[src/rtl/bal_spd_shaper.sv]
// Motor speed output stage: per-channel slew limiting, soft start, ramp-down
// on power loss and a consecutive-sample debounce of the too-fast indication.
module bal_spd_shaper #(
  parameter int SPD_W     = 12,
  parameter int SLEW_STEP = 8,
  parameter int TF_CNT    = 4
) (
  input  logic             clk,
  input  logic             rst,
  input  logic             vld_in,
  input  logic [SPD_W-1:0] lft_tgt,
  input  logic [SPD_W-1:0] rght_tgt,
  input  logic             too_fast_in,
  input  logic             pwr_up,
  output logic [SPD_W-1:0] lft_spd,
  output logic [SPD_W-1:0] rght_spd,
  output logic             spd_vld,
  output logic             too_fast,
  output logic             ramp_busy
);

  typedef enum logic [1:0] {
    IDLE    = 2'd0,
    RUN     = 2'd1,
    RAMP_DN = 2'd2
  } state_t;

  localparam logic signed [SPD_W:0] STEP_POS = (SPD_W+1)'(SLEW_STEP);
  localparam logic signed [SPD_W:0] STEP_NEG = -STEP_POS;
  localparam logic [SPD_W-1:0]      STEP_U   = SPD_W'(SLEW_STEP);
  localparam logic [3:0]            TF_LAST  = 4'(TF_CNT - 1);

  state_t           state_q, state_d, mode;
  logic [SPD_W-1:0] lft_q, lft_d, rght_q, rght_d;
  logic [SPD_W-1:0] lft_goal, rght_goal;
  logic             vld_q, vld_d;
  logic             tf_q, tf_d;
  logic             busy_q, busy_d;
  logic [3:0]       cnt_q, cnt_d;

  // One extra bit keeps the difference exact for full-scale reversals.
  function automatic logic [SPD_W-1:0] slew(input logic [SPD_W-1:0] spd,
                                            input logic [SPD_W-1:0] tgt);
    logic signed [SPD_W:0] diff;
    diff = $signed({tgt[SPD_W-1], tgt}) - $signed({spd[SPD_W-1], spd});
    if (diff > STEP_POS)      return spd + STEP_U;
    else if (diff < STEP_NEG) return spd - STEP_U;
    else                      return tgt;
  endfunction

  always_comb begin
    // The rule applied this cycle follows the state pwr_up selects now.
    mode = state_q;
    case (state_q)
      IDLE:    if (pwr_up)  mode = RUN;
      RUN:     if (!pwr_up) mode = RAMP_DN;
      RAMP_DN: if (pwr_up)  mode = RUN;
      default: mode = IDLE;
    endcase

    lft_goal  = (mode == RUN) ? lft_tgt  : '0;
    rght_goal = (mode == RUN) ? rght_tgt : '0;

    state_d = mode;
    lft_d   = lft_q;
    rght_d  = rght_q;
    vld_d   = 1'b0;
    tf_d    = tf_q;
    cnt_d   = cnt_q;

    if (mode == IDLE) begin
      tf_d  = 1'b0;
      cnt_d = '0;
    end else if (vld_in) begin
      lft_d  = slew(lft_q, lft_goal);
      rght_d = slew(rght_q, rght_goal);
      vld_d  = 1'b1;
      if (too_fast_in != tf_q) begin
        if (cnt_q == TF_LAST) begin
          tf_d  = ~tf_q;
          cnt_d = '0;
        end else begin
          cnt_d = cnt_q + 4'd1;
        end
      end else begin
        cnt_d = '0;
      end
      if (mode == RAMP_DN && lft_d == '0 && rght_d == '0) state_d = IDLE;
    end

    busy_d = (state_d == RAMP_DN);
  end

  always_ff @(posedge clk) begin
    if (rst) begin
      state_q <= IDLE;
      lft_q   <= '0;
      rght_q  <= '0;
      vld_q   <= 1'b0;
      tf_q    <= 1'b0;
      busy_q  <= 1'b0;
      cnt_q   <= '0;
    end else begin
      state_q <= state_d;
      lft_q   <= lft_d;
      rght_q  <= rght_d;
      vld_q   <= vld_d;
      tf_q    <= tf_d;
      busy_q  <= busy_d;
      cnt_q   <= cnt_d;
    end
  end

  assign lft_spd   = lft_q;
  assign rght_spd  = rght_q;
  assign spd_vld   = vld_q;
  assign too_fast  = tf_q;
  assign ramp_busy = busy_q;

endmodule

[config.mk]
export PLATFORM = sky130hd
export DESIGN_NAME = bal_spd_shaper
export DESIGN_NICKNAME = d
export VERILOG_FILES = /design/src/rtl/bal_spd_shaper.sv
export SDC_FILE = /design/constraint.sdc
export NUM_CORES = 1
export LEC_CHECK = 0
export BUFFER_PORTS_ARGS = -buffer_cell sky130_fd_sc_hd__buf_4
export CAP_MARGIN = 40
export CORE_MARGIN = 3
export CORE_UTILIZATION = 45
export CTS_CLUSTER_SIZE = 12
export DETAILED_ROUTE_END_ITERATION = 6
export HOLD_SLACK_MARGIN = 0.15
export SYNTH_ARGS = -nofsm -noshare
export SYNTH_HDL_FRONTEND = slang
export SYNTH_SLANG_ARGS = --single-unit
[constraint.sdc]
create_clock -name clk -period 5.95 [get_ports clk]
set_clock_uncertainty 0.05 [all_clocks]
set_input_delay 0.2975 -clock clk [delete_from_list [all_inputs] [get_ports clk]]
set_output_delay 0.2975 -clock clk [all_outputs]
set_load 0.05 [all_outputs]
==> metrics.txt <==
Avg Cell Area, Syn a little over 7 um^2; final instance area 0.00474 mm^2; Starting DRT DRC Count 259; GR Util All Layers 0.244; f_max 0.196 GHz; clock period minus final worst setup slack just over 5 ns; Worst setup SP type register; Initial DRT Pass Iterations 5; worst hold path class input pin to register; Die Y between 100 and 150 um; die area ~0.010 mm^2; clock latency on the worst-skew pair about 0.3 ns; GRT overflow 0; synthesized cell area about 0.0042 mm^2; Worst-Margin Slew ~0.86 ns; initial antenna violation count 0; worst path required time between 6 and 7 ns; Final setup viols 0; layout cell share with drive strength beyond 1 0.149; num ports 56; Final HPWL DP 10.1 mm; synthesized netlist cell count approximately 580; Max-Cap Viols 0; most common cell after layout, fill and taps aside nand2_1; CTS clock-pin slew for the worst setup and hold paths around 0.080 ns; worst relative slew slack 0.428; WL/cell around 18 um; largest net degree at the start of global routing 28; RSZ-0062 raised after global routing false; Yosys top cell by area dfxtp_1; Area Overhead vs Synth 13.6%; Synth top area share 0.158; count of final hold-check violations 0; Ys Warns 0; number of synthesized register bits 33; fin. max-slew vios 0; sequential fraction of the synthesis area 0.158; period utilisation layout 0.856; Power Dens Cells ~250 mW/mm^2; Critical Setup Path Class register to register; final wirelength ~13 mm; Setup TNS 0 ns; Port Buffers 55; Rows 34; vias per cell around 6.2; Core Region 0.00885 mm^2; hold buffers post-CTS 0; library cells used by synthesis just under 80; WP data arrival approximately 5.2 ns; Initial Utilization 0.471; CP most frequent cell nand2_1; Cell Count, Final, Fillers Out 727; Peak supply drop 103 uV; DR DRC count 0; CP top delay family simple AND/OR/NAND/NOR gates; deepest clock path buffer count 2; post_cts resized 0; Final GP Congestion 0.945; outcome completed; Net count, final 680; LEAKAGE approximately 2.0 nW; main area contributors after synthesis dfxtp_1, ha_1, nand2_1; CP max FO 18; Worst path max stage delay 0.49 ns; Vias about 4500; Async SR Flop Fraction 0; Post-synth EDFFs 0; Fill cells 880; Max stage delay cell, worst path and2_1; CTS tree done; Post-CTS Setup Bufs 0; Num CTS Buffers 5; Register Area ~660 um^2; area of the multi-input gates around 0.0032 mm^2; Cell Area, Placed around 0.0046 mm^2; Die X approximately 100 um; Antenna Nets Post-Route 0; placed cells 719; fin util 0.535; most frequent cells in the layout nand2_1, buf_4, nor2_1, inv_1, a21oi_1; crit path capture type register; clock sinks 33; Top FF cell, synth dfxtp_1; WP buf/inv 0; Inserted Diodes 0; Synthesized Nets about 640; vias in the first global route 4145; H-tree depth 2; Root Buffer clkbuf_8; CP cell instances nand2_1 -> and2_1 -> nand2_1 -> ha_1 -> fa_1 -> and3b_4 -> o21ai_0 -> a211o_1 -> a32o_1 -> or4_4 -> o31ai_4 -> nor3_1 -> a211oi_1 -> o22ai_1 -> nor4b_2 -> a31oi_1; first-pass GRT wire length roughly 21 mm
## metal layers
layer  vias up  GRT usage  share of wire
met4         0     0.0383         0.0091
met3        13     0.0341          0.073
met5         -          0              0
met2       180      0.371           0.43
li1       2234          -              -
met1      2104      0.370           0.49
## layout make-up
class / instances / area share
inverter: 41 / 0.0325
clock inverter: 3 / 0.00977
tap: 108 / 0.0285
timing repair buffer: 58 / 0.0935
clock buffer: 5 / 0.0145
sequential: 33 / 0.139
multi-input combinational: 479 / 0.682
## flip-flops by register name, indices dropped and copies added, names as in the netlist
name and cells:
lft_spd 12, spd_vld 1, too_fast 1, ramp_busy 1, rght_spd 12, cnt_q 4
state_q 2
## where the power goes
group | internal, mW | total (mW) | switching, mW
Clock | 0.126 | 0.223 | 0.0979
Combinational | 0.270 | 0.705 | 0.435
Sequential | 0.236 | 0.267 | 0.0309
## synthesized netlist by cell type (4+ instances only)
master     number
nand2_1        59
nor2_1         47
inv_1          41
a21oi_1        38
dfxtp_1        33
ha_1           31
nand3_1        28
o21ai_0        23
and3_1         21
nor3_1         21
clkbuf_1       15
xnor2_1        15
nand4_1        11
or3_1          10
a211oi_1        9
mux2i_1         9
o211ai_1        9
o21a_1          9
a21o_1          8
nand2b_1        8
nor2b_1         8
nor4_1          8
a31oi_1         7
buf_2           6
o2111ai_1       5
xor2_1          5
a21boi_0        4
o22ai_1         4
o31ai_1         4
or2_2           4
## worst paths after layout
| path | startpoint | end | slack, ns | depth (start not counted) |
|---|---|---|---|---|
| worst min register to register | rght_spd[11] | rght_spd[11] | 0.42 | 2 |
| worst max-delay path | state_q[1] | state_q[1] | 0.86 | 16 |
| worst min-delay path | too_fast_in | too_fast | 0.21 | 3 |
| worst max register to register | state_q[1] | state_q[1] | 0.86 | 16 |
## metrics by stage
| stage | hold WS, ns | power (mW) | worst slack (ns) |
|---|---|---|---|
| 3_3_place_gp | 0.418 | 0.955 | 1.05 |
| 4_1_cts | 0.208 | 1.19 | 0.907 |
| 2_1_floorplan | 0.395 | 0.804 | 1.75 |
| 5_1_grt | 0.240 | 1.28 | 0.507 |
| 6_report | 0.210 | 1.20 | 0.859 |
| 3_5_place_dp | 0.415 | 0.962 | 0.923 |
## kinds of logic after synthesis
family,count (synthesis),share of synthesized area
xor gates and xnor gates,20,0.0420
buffers and inverters,69,0.0672
DFF,33,0.158
muxes,11,0.0270
AOI/OAI and AO/OA,162,0.283
adders and majority gates,33,0.103
and+or+nand+nor,253,0.320
## worst reg2reg max path, delay by kind of cell, from the launching register on
family,cells,cell delay [ns]
and+or+nand+nor,7,2.29
adders and majority gates,2,0.65
AOI/OAI and AO/OA,7,1.65
DFF,1,0.34
(Power assumes the default switching activity.)
